### src/rtl/plot_receiver_if.sv
// Pixel-plot request bus (drawing FSM -> receiver) and framebuffer write port (receiver -> memory).
// Widths are fixed by the 160x120 screen: 8-bit x, 7-bit y, 3-bit colour, 15-bit linear address.
interface plot_if;
  logic       plot;
  logic [7:0] x;
  logic [6:0] y;
  logic [2:0] colour;
  logic       clear;
  logic [2:0] bg_colour;
  logic       busy;

  modport master (output plot, x, y, colour, clear, bg_colour, input busy);
  modport slave  (input plot, x, y, colour, clear, bg_colour, output busy);
endinterface

interface fb_if;
  logic [14:0] mem_addr;
  logic [2:0]  mem_data;
  logic        mem_wren;
  logic        mem_ready;

  modport master (output mem_addr, mem_data, mem_wren, input mem_ready);
  modport slave  (input mem_addr, mem_data, mem_wren, output mem_ready);
endinterface

### src/rtl/plot_receiver.sv
// Clips plot requests to the screen, queues them and drains them to the framebuffer; also fills the screen on clear.
// Latency: plot in cycle 0 -> mem_wren in cycle 2. Backpressure: busy while FIFO full or clearing; plots then are dropped.
module plot_receiver #(
  parameter int DEPTH    = 8,
  parameter int PTR_W    = 3,
  parameter int SCREEN_W = 160,
  parameter int SCREEN_H = 120
) (
  input  logic        clk,
  input  logic        resetn,
  plot_if.slave       req,
  fb_if.master        fb,
  output logic        clear_done,
  output logic [15:0] dropped_count,
  output logic [15:0] clipped_count
);

  typedef struct packed {
    logic [14:0] addr;
    logic [2:0]  colour;
  } pix_t;

  typedef enum logic [1:0] {IDLE, DRAIN, CLEAR} state_t;

  localparam logic [14:0]  LAST_ADDR = 15'(SCREEN_W * SCREEN_H - 1);
  localparam logic [PTR_W:0] FULL_CNT = (PTR_W + 1)'(DEPTH);

  state_t           state;
  pix_t             fifo_mem [DEPTH];
  logic [PTR_W-1:0] wr_ptr;
  logic [PTR_W-1:0] rd_ptr;
  logic [PTR_W:0]   fifo_cnt;
  logic             clr_pend;
  logic [2:0]       clr_colour;
  logic             out_vld;
  logic [14:0]      out_addr;
  logic [2:0]       out_data;

  logic       full, empty, busy, in_range;
  logic       drop, clip, push, pop, flush;
  logic       hs, out_free, clr_req;
  logic [2:0] clr_pick;
  pix_t       pix;

  assign full     = (fifo_cnt == FULL_CNT);
  assign empty    = (fifo_cnt == '0);
  assign busy     = full || (state == CLEAR);
  assign in_range = (req.x < 8'(SCREEN_W)) && (req.y < 7'(SCREEN_H));

  // A clear arriving in IDLE takes priority over a simultaneous plot.
  assign drop = req.plot && (busy || (state == IDLE && req.clear));
  assign clip = req.plot && !drop && !in_range;
  assign push = req.plot && !drop && in_range;

  assign pix.addr   = 15'(req.y) * 15'(SCREEN_W) + 15'(req.x);
  assign pix.colour = req.colour;

  assign hs       = out_vld && fb.mem_ready;
  assign out_free = !out_vld || hs;
  assign clr_req  = clr_pend || req.clear;
  assign clr_pick = clr_pend ? clr_colour : req.bg_colour;
  assign flush    = (state == DRAIN) && out_free && clr_req;
  assign pop      = (state == DRAIN) && out_free && !clr_req && !empty;

  assign req.busy    = busy;
  assign fb.mem_addr = out_addr;
  assign fb.mem_data = out_data;
  assign fb.mem_wren = out_vld;

  always_ff @(posedge clk) begin
    if (push) fifo_mem[wr_ptr] <= pix;
  end

  // Flushing on a pending clear discards anything still queued, including a same-cycle push.
  always_ff @(posedge clk or negedge resetn) begin
    if (!resetn) begin
      wr_ptr   <= '0;
      rd_ptr   <= '0;
      fifo_cnt <= '0;
    end else if (flush) begin
      wr_ptr   <= '0;
      rd_ptr   <= '0;
      fifo_cnt <= '0;
    end else begin
      if (push) wr_ptr <= wr_ptr + 1'b1;
      if (pop)  rd_ptr <= rd_ptr + 1'b1;
      fifo_cnt <= fifo_cnt + (PTR_W + 1)'(push) - (PTR_W + 1)'(pop);
    end
  end

  always_ff @(posedge clk or negedge resetn) begin
    if (!resetn) begin
      state      <= IDLE;
      out_vld    <= 1'b0;
      out_addr   <= '0;
      out_data   <= '0;
      clr_pend   <= 1'b0;
      clr_colour <= '0;
      clear_done <= 1'b0;
    end else begin
      clear_done <= 1'b0;
      case (state)
        IDLE: begin
          if (req.clear) begin
            state    <= CLEAR;
            out_vld  <= 1'b1;
            out_addr <= '0;
            out_data <= req.bg_colour;
          end else if (push) begin
            state <= DRAIN;
          end
        end
        DRAIN: begin
          if (req.clear && !clr_pend) begin
            clr_pend   <= 1'b1;
            clr_colour <= req.bg_colour;
          end
          if (out_free) begin
            if (clr_req) begin
              state    <= CLEAR;
              clr_pend <= 1'b0;
              out_vld  <= 1'b1;
              out_addr <= '0;
              out_data <= clr_pick;
            end else if (!empty) begin
              out_vld  <= 1'b1;
              out_addr <= fifo_mem[rd_ptr].addr;
              out_data <= fifo_mem[rd_ptr].colour;
            end else begin
              out_vld <= 1'b0;
              if (!push) state <= IDLE;
            end
          end
        end
        CLEAR: begin
          if (hs) begin
            if (out_addr == LAST_ADDR) begin
              state      <= IDLE;
              out_vld    <= 1'b0;
              out_addr   <= '0;
              out_data   <= '0;
              clear_done <= 1'b1;
            end else begin
              out_addr <= out_addr + 15'd1;
            end
          end
        end
        default: state <= IDLE;
      endcase
    end
  end

  always_ff @(posedge clk or negedge resetn) begin
    if (!resetn) begin
      dropped_count <= '0;
      clipped_count <= '0;
    end else begin
      if (drop && dropped_count != 16'hFFFF) dropped_count <= dropped_count + 16'd1;
      if (clip && clipped_count != 16'hFFFF) clipped_count <= clipped_count + 16'd1;
    end
  end

endmodule
### src/flat_wrapper.sv
// flat-port wrapper written by rule: the top's interface ports become plain ports
module plot_receiver_flat 
#(
  parameter int DEPTH    = 8,
  parameter int PTR_W    = 3,
  parameter int SCREEN_W = 160,
  parameter int SCREEN_H = 120
)
  (clk, resetn, clear_done, dropped_count, clipped_count, req_plot, req_x, req_y, req_colour, req_clear, req_bg_colour, req_busy, fb_mem_addr, fb_mem_data, fb_mem_wren, fb_mem_ready);
  plot_if req_i ();
  fb_if fb_i ();
  input  logic clk;
  input  logic resetn;
  output logic clear_done;
  output logic [15:0] dropped_count;
  output logic [15:0] clipped_count;
  input wire logic [$bits(req_i.plot)-1:0] req_plot;
  input wire logic [$bits(req_i.x)-1:0] req_x;
  input wire logic [$bits(req_i.y)-1:0] req_y;
  input wire logic [$bits(req_i.colour)-1:0] req_colour;
  input wire logic [$bits(req_i.clear)-1:0] req_clear;
  input wire logic [$bits(req_i.bg_colour)-1:0] req_bg_colour;
  output wire logic [$bits(req_i.busy)-1:0] req_busy;
  output wire logic [$bits(fb_i.mem_addr)-1:0] fb_mem_addr;
  output wire logic [$bits(fb_i.mem_data)-1:0] fb_mem_data;
  output wire logic [$bits(fb_i.mem_wren)-1:0] fb_mem_wren;
  input wire logic [$bits(fb_i.mem_ready)-1:0] fb_mem_ready;
  assign req_i.plot = req_plot;
  assign req_i.x = req_x;
  assign req_i.y = req_y;
  assign req_i.colour = req_colour;
  assign req_i.clear = req_clear;
  assign req_i.bg_colour = req_bg_colour;
  assign req_busy = req_i.busy;
  assign fb_mem_addr = fb_i.mem_addr;
  assign fb_mem_data = fb_i.mem_data;
  assign fb_mem_wren = fb_i.mem_wren;
  assign fb_i.mem_ready = fb_mem_ready;
  plot_receiver #(.DEPTH(DEPTH), .PTR_W(PTR_W), .SCREEN_W(SCREEN_W), .SCREEN_H(SCREEN_H)) u_core (.clk(clk), .resetn(resetn), .req(req_i), .fb(fb_i), .clear_done(clear_done), .dropped_count(dropped_count), .clipped_count(clipped_count));
endmodule
### config.mk
export PLATFORM = sky130hd
export DESIGN_NAME = plot_receiver_flat
export DESIGN_NICKNAME = d
export VERILOG_FILES = /design/src/rtl/plot_receiver_if.sv /design/src/rtl/plot_receiver.sv /design/src/flat_wrapper.sv
export SDC_FILE = /design/constraint.sdc
export NUM_CORES = 1
export LEC_CHECK = 0
export BUFFER_PORTS_ARGS = -buffer_cell sky130_fd_sc_hd__clkbuf_2
export CORE_AREA = 8 8 138 140
export DETAILED_ROUTE_END_ITERATION = 10
export DIE_AREA = 0 0 146 148
export HOLD_SLACK_MARGIN = 0.08
export PLACE_DENSITY = 0.78
export SKIP_LAST_GASP = 1
export SLEW_MARGIN = 20
export SYNTH_ARGS = -nofsm -noshare
export SYNTH_HDL_FRONTEND = slang
export SYNTH_SLANG_ARGS = --single-unit
### constraint.sdc
create_clock -name clk -period 4.76 [get_ports clk]
set_input_delay 0.714 -clock clk [delete_from_list [all_inputs] [get_ports clk]]
set_output_delay 0.714 -clock clk [all_outputs]
set_load 0.01 [all_outputs]
**Word level (Yosys, flattened, before mapping)**

Memory sizes are Yosys's and may differ from the RTL's.
Index checks and enable logic that the tools add are counted.

- Memory bits (writable): 144
- Memories kept: 1
- Logic and storage cells: 116
- Output and inout bits: 53
- Register bits after elaboration: 68

Memory list:

| name | words | bits a word | rd ports | clocked after memory_dff | write ports | RTL line | text |
|---|---|---|---|---|---|---|---|
| u_core.fifo_mem | 8 | 18 | 1 | 0 | 1 | plot_receiver.sv:29 | `pix_t fifo_mem [DEPTH];` |

- $mul: 1
- $lt $le $gt $ge: 2
- Equal/unequal tests: 14
- Multiplexer cells: 44
- Reductions and logical operators: 34
- $add $sub $neg: 8

Operators by type and width:

| cell | number |
|---|---|
| 15-bit 2-to-1 mux | 6 |
| 15-bit one-hot mux with 3 select lines | 1 |
| 3-bit 2-to-1 mux | 11 |
| 16-bit by 1-bit adder with 16-bit output (second input constant) | 2 |
| 16-bit inequality test (second input constant) | 2 |
| 2-bit 2-to-1 mux | 8 |
| 15-bit by 1-bit adder with 15-bit output (second input constant) | 1 |
| 15-bit by 8-bit adder with 15-bit output | 1 |
| 15-bit equality test (second input constant) | 1 |
| 1-bit logical AND | 14 |
| 1-bit 2-to-1 mux | 14 |
| 6-bit AND reduction | 2 |
| 7-bit by 3-bit multiplier with 10-bit output (second input constant) | 1 |
| 5-bit AND reduction | 2 |
| 3-bit one-hot mux with 3 select lines | 1 |
| 8-bit less-than comparator (second input constant) | 1 |
| 7-bit less-than comparator (second input constant) | 1 |
| 3-bit by 1-bit adder with 3-bit output (second input constant) | 2 |
| 1-bit zero test | 6 |
| 3-bit inequality test (second input constant) | 2 |
| 2-bit one-hot mux with 3 select lines | 1 |
| 4-bit by 1-bit adder with 4-bit output | 1 |
| 4-bit equality test (second input constant) | 1 |
| 4-bit zero test | 1 |
| other kinds (14) | 20 |

**Depth between registers and ports, before layout**

- Depth after elaboration: 12
- Gate-level depth with buffers: 12
- Depth with buffers taken out: 11

**Least setup slack after synthesis**

OpenSTA, ideal clock, no wires.

- Kind: in2reg
- Start: input req_x[6]
- End: memory u_core.fifo_mem[2][0] (netlist name), enable pin
- Required time: 4.314 ns
- Data arrival time: 3.526 ns
- Stages on the path: 4
- Path slack: 0.788 ns
- Cell sequence: o21a_1 > a41oi_1 > nand3_2 > nor4b_1

- Word-level cells in the longest chain between the ends: 5

Ends and longest elaborated chain:

| element | RTL line | text |
|---|---|---|
| start, declared | flat_wrapper.sv:18 | `input wire logic [$bits(req_i.x)-1:0] req_x;` |
| 8-bit less-than comparator | plot_receiver.sv:48 | `assign in_range = (req.x < 8'(SCREEN_W)) && (req.y < 7'(SCREEN_H));` |
| 1-bit logical AND | plot_receiver.sv:48 |  |
| 1-bit logical AND | plot_receiver.sv:53 | `assign push = req.plot && !drop && in_range;` |
| 1-bit 2-to-1 mux | plot_receiver.sv:71 | `if (push) fifo_mem[wr_ptr] <= pix;` |
| 1-bit 2-to-1 mux (implied by the code) | plot_receiver.sv:71 |  |
| end, declared | plot_receiver.sv:29 |  |

Every way passes these cells.

**Final worst setup path**

- Start: register u_core.state[1]
- End: register u_core.fifo_cnt[1]

- Word-level cells in the longest chain between the ends: 10

Ends and longest elaborated chain:

| element | RTL line | text |
|---|---|---|
| start, declared | plot_receiver.sv:28 | `state_t state;` |
| start signal, assigned | plot_receiver.sv:93 | `state <= IDLE;` |
| start signal, assigned | plot_receiver.sv:105 | `state <= CLEAR;` |
| start signal, assigned | plot_receiver.sv:110 | `state <= DRAIN;` |
| 2-bit equality test / 2-bit zero test (equally long branches) | plot_receiver.sv:47, plot_receiver.sv:51 |  |
| 1-bit logical OR / 1-bit logical AND (equally long branches) | plot_receiver.sv:47, plot_receiver.sv:51 |  |
| 1-bit logical OR | plot_receiver.sv:51 | `assign drop = req.plot && (busy \|\| (state == IDLE && req.clear));` |
| 1-bit logical AND | plot_receiver.sv:51 |  |
| 1-bit zero test | plot_receiver.sv:53 |  |
| 1-bit logical AND (2 in a row) | plot_receiver.sv:53 |  |
| 4-bit by 1-bit adder with 4-bit output | plot_receiver.sv:87 | `fifo_cnt <= fifo_cnt + (PTR_W + 1)'(push) - (PTR_W + 1)'(pop);` |
| 4-bit by 1-bit subtractor with 4-bit output | plot_receiver.sv:87 |  |
| 4-bit 2-to-1 mux * | plot_receiver.sv:80 | `end else if (flush) begin` |
| end signal, assigned | plot_receiver.sv:87 |  |
| end, declared | plot_receiver.sv:32 | `logic [PTR_W:0] fifo_cnt;` |

Mark *: on every way between the ends. The rest lies on a longest branch, timed or not.
A chain may end at the register's enable or synchronous reset.

==> reports/metrics.sh <==
OUTCOME='finished clean'
DETAILED_ROUTE_VIAS_PER_INSTANCE=6.31
CLKLATENCYLATEPIN_NS=0.50
FINALWIRELENGTH_UM=22400
SYNTH_COMPOUND_AREA_FRAC=0.0685
CTS.REPAIR_TIMING.SETUP_BUFFER_COUNT=0
CTS_ROOT_BUFFER='clkbuf_16'
NUMBER_OF_SYNTHESIZED_FLOPS_WITH_AN_ENABLE_PIN=144
TIGHTEST_SLEW_NS=0.961
ROUTE.DETAILED.WL_PER_INST_UM=22.1
CTS_BUFFERS=22
FINAL_LAYOUT_SIZE_SUFFIX_GT1_FRAC=0.251
TIMING.CRITICAL_PATH.FROM='u_core.state[1]'
YOSYSSEQAREASHARE=0.611
PATH_MAX_FANOUT=11
XOR_XNOR_SHARE_OF_THE_SYNTHESIZED_AREA=0.0364
MIN_PERIOD_NS=3.19
FINAL.FILL_COUNT=1166
GLOBAL_ROUTE_WIRE_LENGTH_BEFORE_REPAIR_UM=35700
STD_CELL_ROWS=48
DIEHEIGHT_UM=148
CRIT-REG2REG-LAUNCH='u_core.state[1]'
HTREE_NUM_LEVELS=1
CTSRESIZECOUNT=0
PATH_CLASS='reg2reg'
CRITICAL_PATH.CELL_CHAIN='inv_1 -> ha_1 -> or3b_2 -> nor3b_2 -> ha_1 -> inv_1 -> ha_1 -> fa_1 -> nor2b_1'
STATIC-LEAKAGE-POWER_nW=4.29
FIN_SKEW_NS=0.00996
FP.COREAREA_UM2=16900
GR-USAGE-MET2=0.350
CTSLONGESTPATHBUFFERS=3
VDD_DROP_MAX_mV=0.315
CRITICAL_PATH.ENDPOINT_TYPE='register'
LARGEST_FAMILY_OF_LOGIC_CELLS_BY_SYNTHESIZED_AREA='simple AND/OR/NAND/NOR gates'
WORST_SLEW_MARGIN_REL=0.360
CP_DATA_REQUIRED_TIME_NS=5.13
TIMING_MAX_TRANSITION_VIOLATIONS_FINAL=0
HPWLAFTERDP_UM=14500
SYNTH_FP_NETS=745
ANTENNA_CELLS=0
COUNT_OF_BUFFERING_CELLS_ON_THE_CRITICAL_PATH_WITH_INVERTERS_INCLUDED=2
SYNTH-MAIN-FF-CELL='edfxtp_1'
CRITICAL_PATH.STARTPOINT_TYPE='register'
BOUNDARYPINS=79
FLOORPLAN.INITIALDENSITY=0.582
POSTCTSHOLDBUFS=0
GP_ROUTABILITY_CONGESTION=0.891
SYNTH_MUX_AREA_FRAC=0.103
SYNTHESIS.YOSYS.WARNINGS=0
NUMBER_OF_DESIGN_RULE_VIOLATIONS_LEFT_BY_THE_FIRST_DETAILED_ROUTER_ITERATION=552
DIE_AR_UM2=21600
DRT_PRE_ANTENNA_ITERS=5
MIN_PERIOD_OVER_PERIOD=0.670
MOST-COMMON-LAYOUT-CELLS='edfxtp_1 (144), clkbuf_2 (77), dfrtp_1 (67)'
PLACEMENT.IO_BUFFERS=78
ANT_NETS=0
GRT_MAX_DEGREE=48
MAPPEDNETLISTAREA_UM2=9860
POSTSYNTHAREAPERCELL_UM2=14.3
YOSYS.AREA_SHARE.ADDER=0.0416
UNREPAIRED_SETUP_ENDPOINTS_AFTER_GLOBAL_ROUTING='false'
FINALSETUPTNS_NS=0
ROUTE.DETAILED.DRC=0
CRITPATHSLOWESTCELL='or3b_2'
GRT_OVERFLOW_TOTAL=0
MAXCAPVIOLATIONS=0
PLACE_WORST_SETUP_SLACK_NS=1.51
AREAGROWTHSYNTHTOFINISH_PCT=14.5
SYNTH.LIB_CELLS_USED.DISTINCT=73
TOTAL_OF_FLIP_FLOPS_PLUS_LATCHES_AFTER_SYNTHESIS=212
GRT_PASS1_VIAS=6467
CTS_SINKS=212
WORST_HOLD_PATH_TYPE='in2async'
FP.DIEW_UM=146
HOLD_VIOL_FINAL=0
GRT_BUSIEST_LAYER='met2'
GRT_ANTENNA_BEFORE_REPAIR=0
GLOBAL_ROUTE.USAGE.MET3=0.0425
FINALSETUPVIOLCOUNT=0
MOST_COMMON_CELL_AFTER_LAYOUT_FILL_AND_TAPS_ASIDE='edfxtp_1'
CLKTRANSATPATHREGS_NS=0.07
CLOCK_TREE_FROM_TRITONCTS='yes'
SYNTHCELLS=688
CRITICAL_PATH_ARRIVAL_NS=3.55
POST_SYNTH_AND_OR_NAND_NOR_AREA_FRACTION=0.116
POSTLAYOUTSETUPSLACKWORST_NS=1.57
VIA_COUNT=6408
CRITICAL_PATH.MOST_COMMON_CELL='ha_1'
POWER_PER_CELL_AREA_nW_PER_UM2=489
GR-USAGE-ALL-LAYERS=0.208
FINISH.NET_COUNT=831
GLOBAL_ROUTE.USAGE.MET1=0.266
PATH_DELAY_FAMILY='adder cells'
CLOCK.FMAX_GHz=0.314
ASYNCSETRESETFLOPFRACSYNTH=0.321
CRIT_PATH_MAX_INCR_DELAY_NS=0.61
## worst reg2reg max path: stages (launching register included)
cell     delay, ns
dfrtp_1       0.42
inv_1         0.13
ha_1          0.41
or3b_2        0.61
nor3b_2       0.38
ha_1          0.30
inv_1         0.06
ha_1          0.19
fa_1          0.42
nor2b_1       0.13
## metrics by stage
step                       util  instances  hold slack (ns)  power, mW  area (µm²)
final                     0.667       1015            0.160       5.52       11300
after global routing      0.667       1015            0.200       5.77       11300
after CTS                 0.667       1015            0.166       5.55       11300
after detailed placement  0.622        975            0.489       3.76       10500
after global placement    0.622        975            0.476       3.69       10500
after floorplan               -        688            0.418       3.34        9860
## layout make-up
type / count / area (µm²) / share of cell area
sequential: 212 / 6030 / 0.534
multi-input combinational: 422 / 3650 / 0.323
clock buffer: 26 / 628 / 0.0556
timing repair buffer: 90 / 480 / 0.0425
tap: 225 / 282 / 0.0249
clock inverter: 14 / 131 / 0.0116
inverter: 26 / 97.6 / 0.00864
## metal layers
layer  vias to the layer above  part of all wire
li1                       2844                 -
met1                      3219              0.41
met2                       293              0.49
met3                        52             0.072
met4                         0             0.029
met5                         -                 0
## final timing paths
| check | end | slack [ns] | cells after the start |
|---|---|---|---|
| min in group clk | u_core.clr_colour[1] | 0.48 | 2 |
| setup / recovery | u_core.fifo_cnt[1] | 1.57 | 9 |
| hold reg to reg | u_core.dropped_count[10] | 0.50 | 1 |
| hold / removal | u_core.dropped_count[11] | 0.16 | 1 |
| max in group asynchronous | u_core.rd_ptr[0] | 3.58 | 2 |
| setup reg to reg | u_core.fifo_cnt[1] | 1.57 | 9 |
## kinds of logic after synthesis
kind of cell,Yosys count
XOR/XNOR,41
flip-flops,212
AND/OR/NAND/NOR,196
buffers and inverters,54
adder cells (fa/ha/maj),31
multiplexers,60
AO/OA/AOI/OAI,94
## where the power goes
group / leakage [nW] / internal, mW / switching [mW]
sequential: 2.20 / 2.20 / 0.235
clock: 0.376 / 1.06 / 0.714
combinational: 1.72 / 0.577 / 0.735
## sequential cells by signal (all words and copies together), names as in the netlist
register              flops
u_core.clear_done         1
u_core.clipped_count     16
u_core.fb.mem_data        3
u_core.dropped_count     16
u_core.clr_pend           1
u_core.fifo_mem         144
u_core.fb.mem_wren        1
u_core.fb.mem_addr       15
u_core.wr_ptr             3
u_core.clr_colour         3
u_core.rd_ptr             3
u_core.state              2
u_core.fifo_cnt           4
## synth_stat cells (all sizes together), types with 3 or more instances
cell type / instances / share of area
a211oi: 5 / 0.0038
a21o: 3 / 0.0023
a21oi: 15 / 0.0076
a221o: 4 / 0.0041
a22o: 7 / 0.0062
a22oi: 3 / 0.0023
a31oi: 6 / 0.0038
a32o: 3 / 0.0030
and2: 8 / 0.0053
and3: 9 / 0.0057
and4: 5 / 0.0046
buf: 14 / 0.0077
clkbuf: 14 / 0.0053
dfrtp: 68 / 0.17
edfxtp: 144 / 0.44
fa: 3 / 0.0061
ha: 28 / 0.036
inv: 26 / 0.0099
mux2: 13 / 0.015
mux2i: 15 / 0.015
mux4: 32 / 0.073
nand2: 31 / 0.012
nand2b: 3 / 0.0019
nand3: 24 / 0.013
nand4: 16 / 0.012
nor2: 30 / 0.011
nor2b: 16 / 0.010
nor3: 12 / 0.0061
nor3b: 8 / 0.0077
nor4: 10 / 0.0063
nor4b: 3 / 0.0027
o211ai: 7 / 0.0053
o21ai: 18 / 0.0095
o22ai: 6 / 0.0038
or3: 3 / 0.0019
or4: 4 / 0.0030
xnor2: 27 / 0.024
xor2: 14 / 0.012
(Power assumes the default switching activity.)
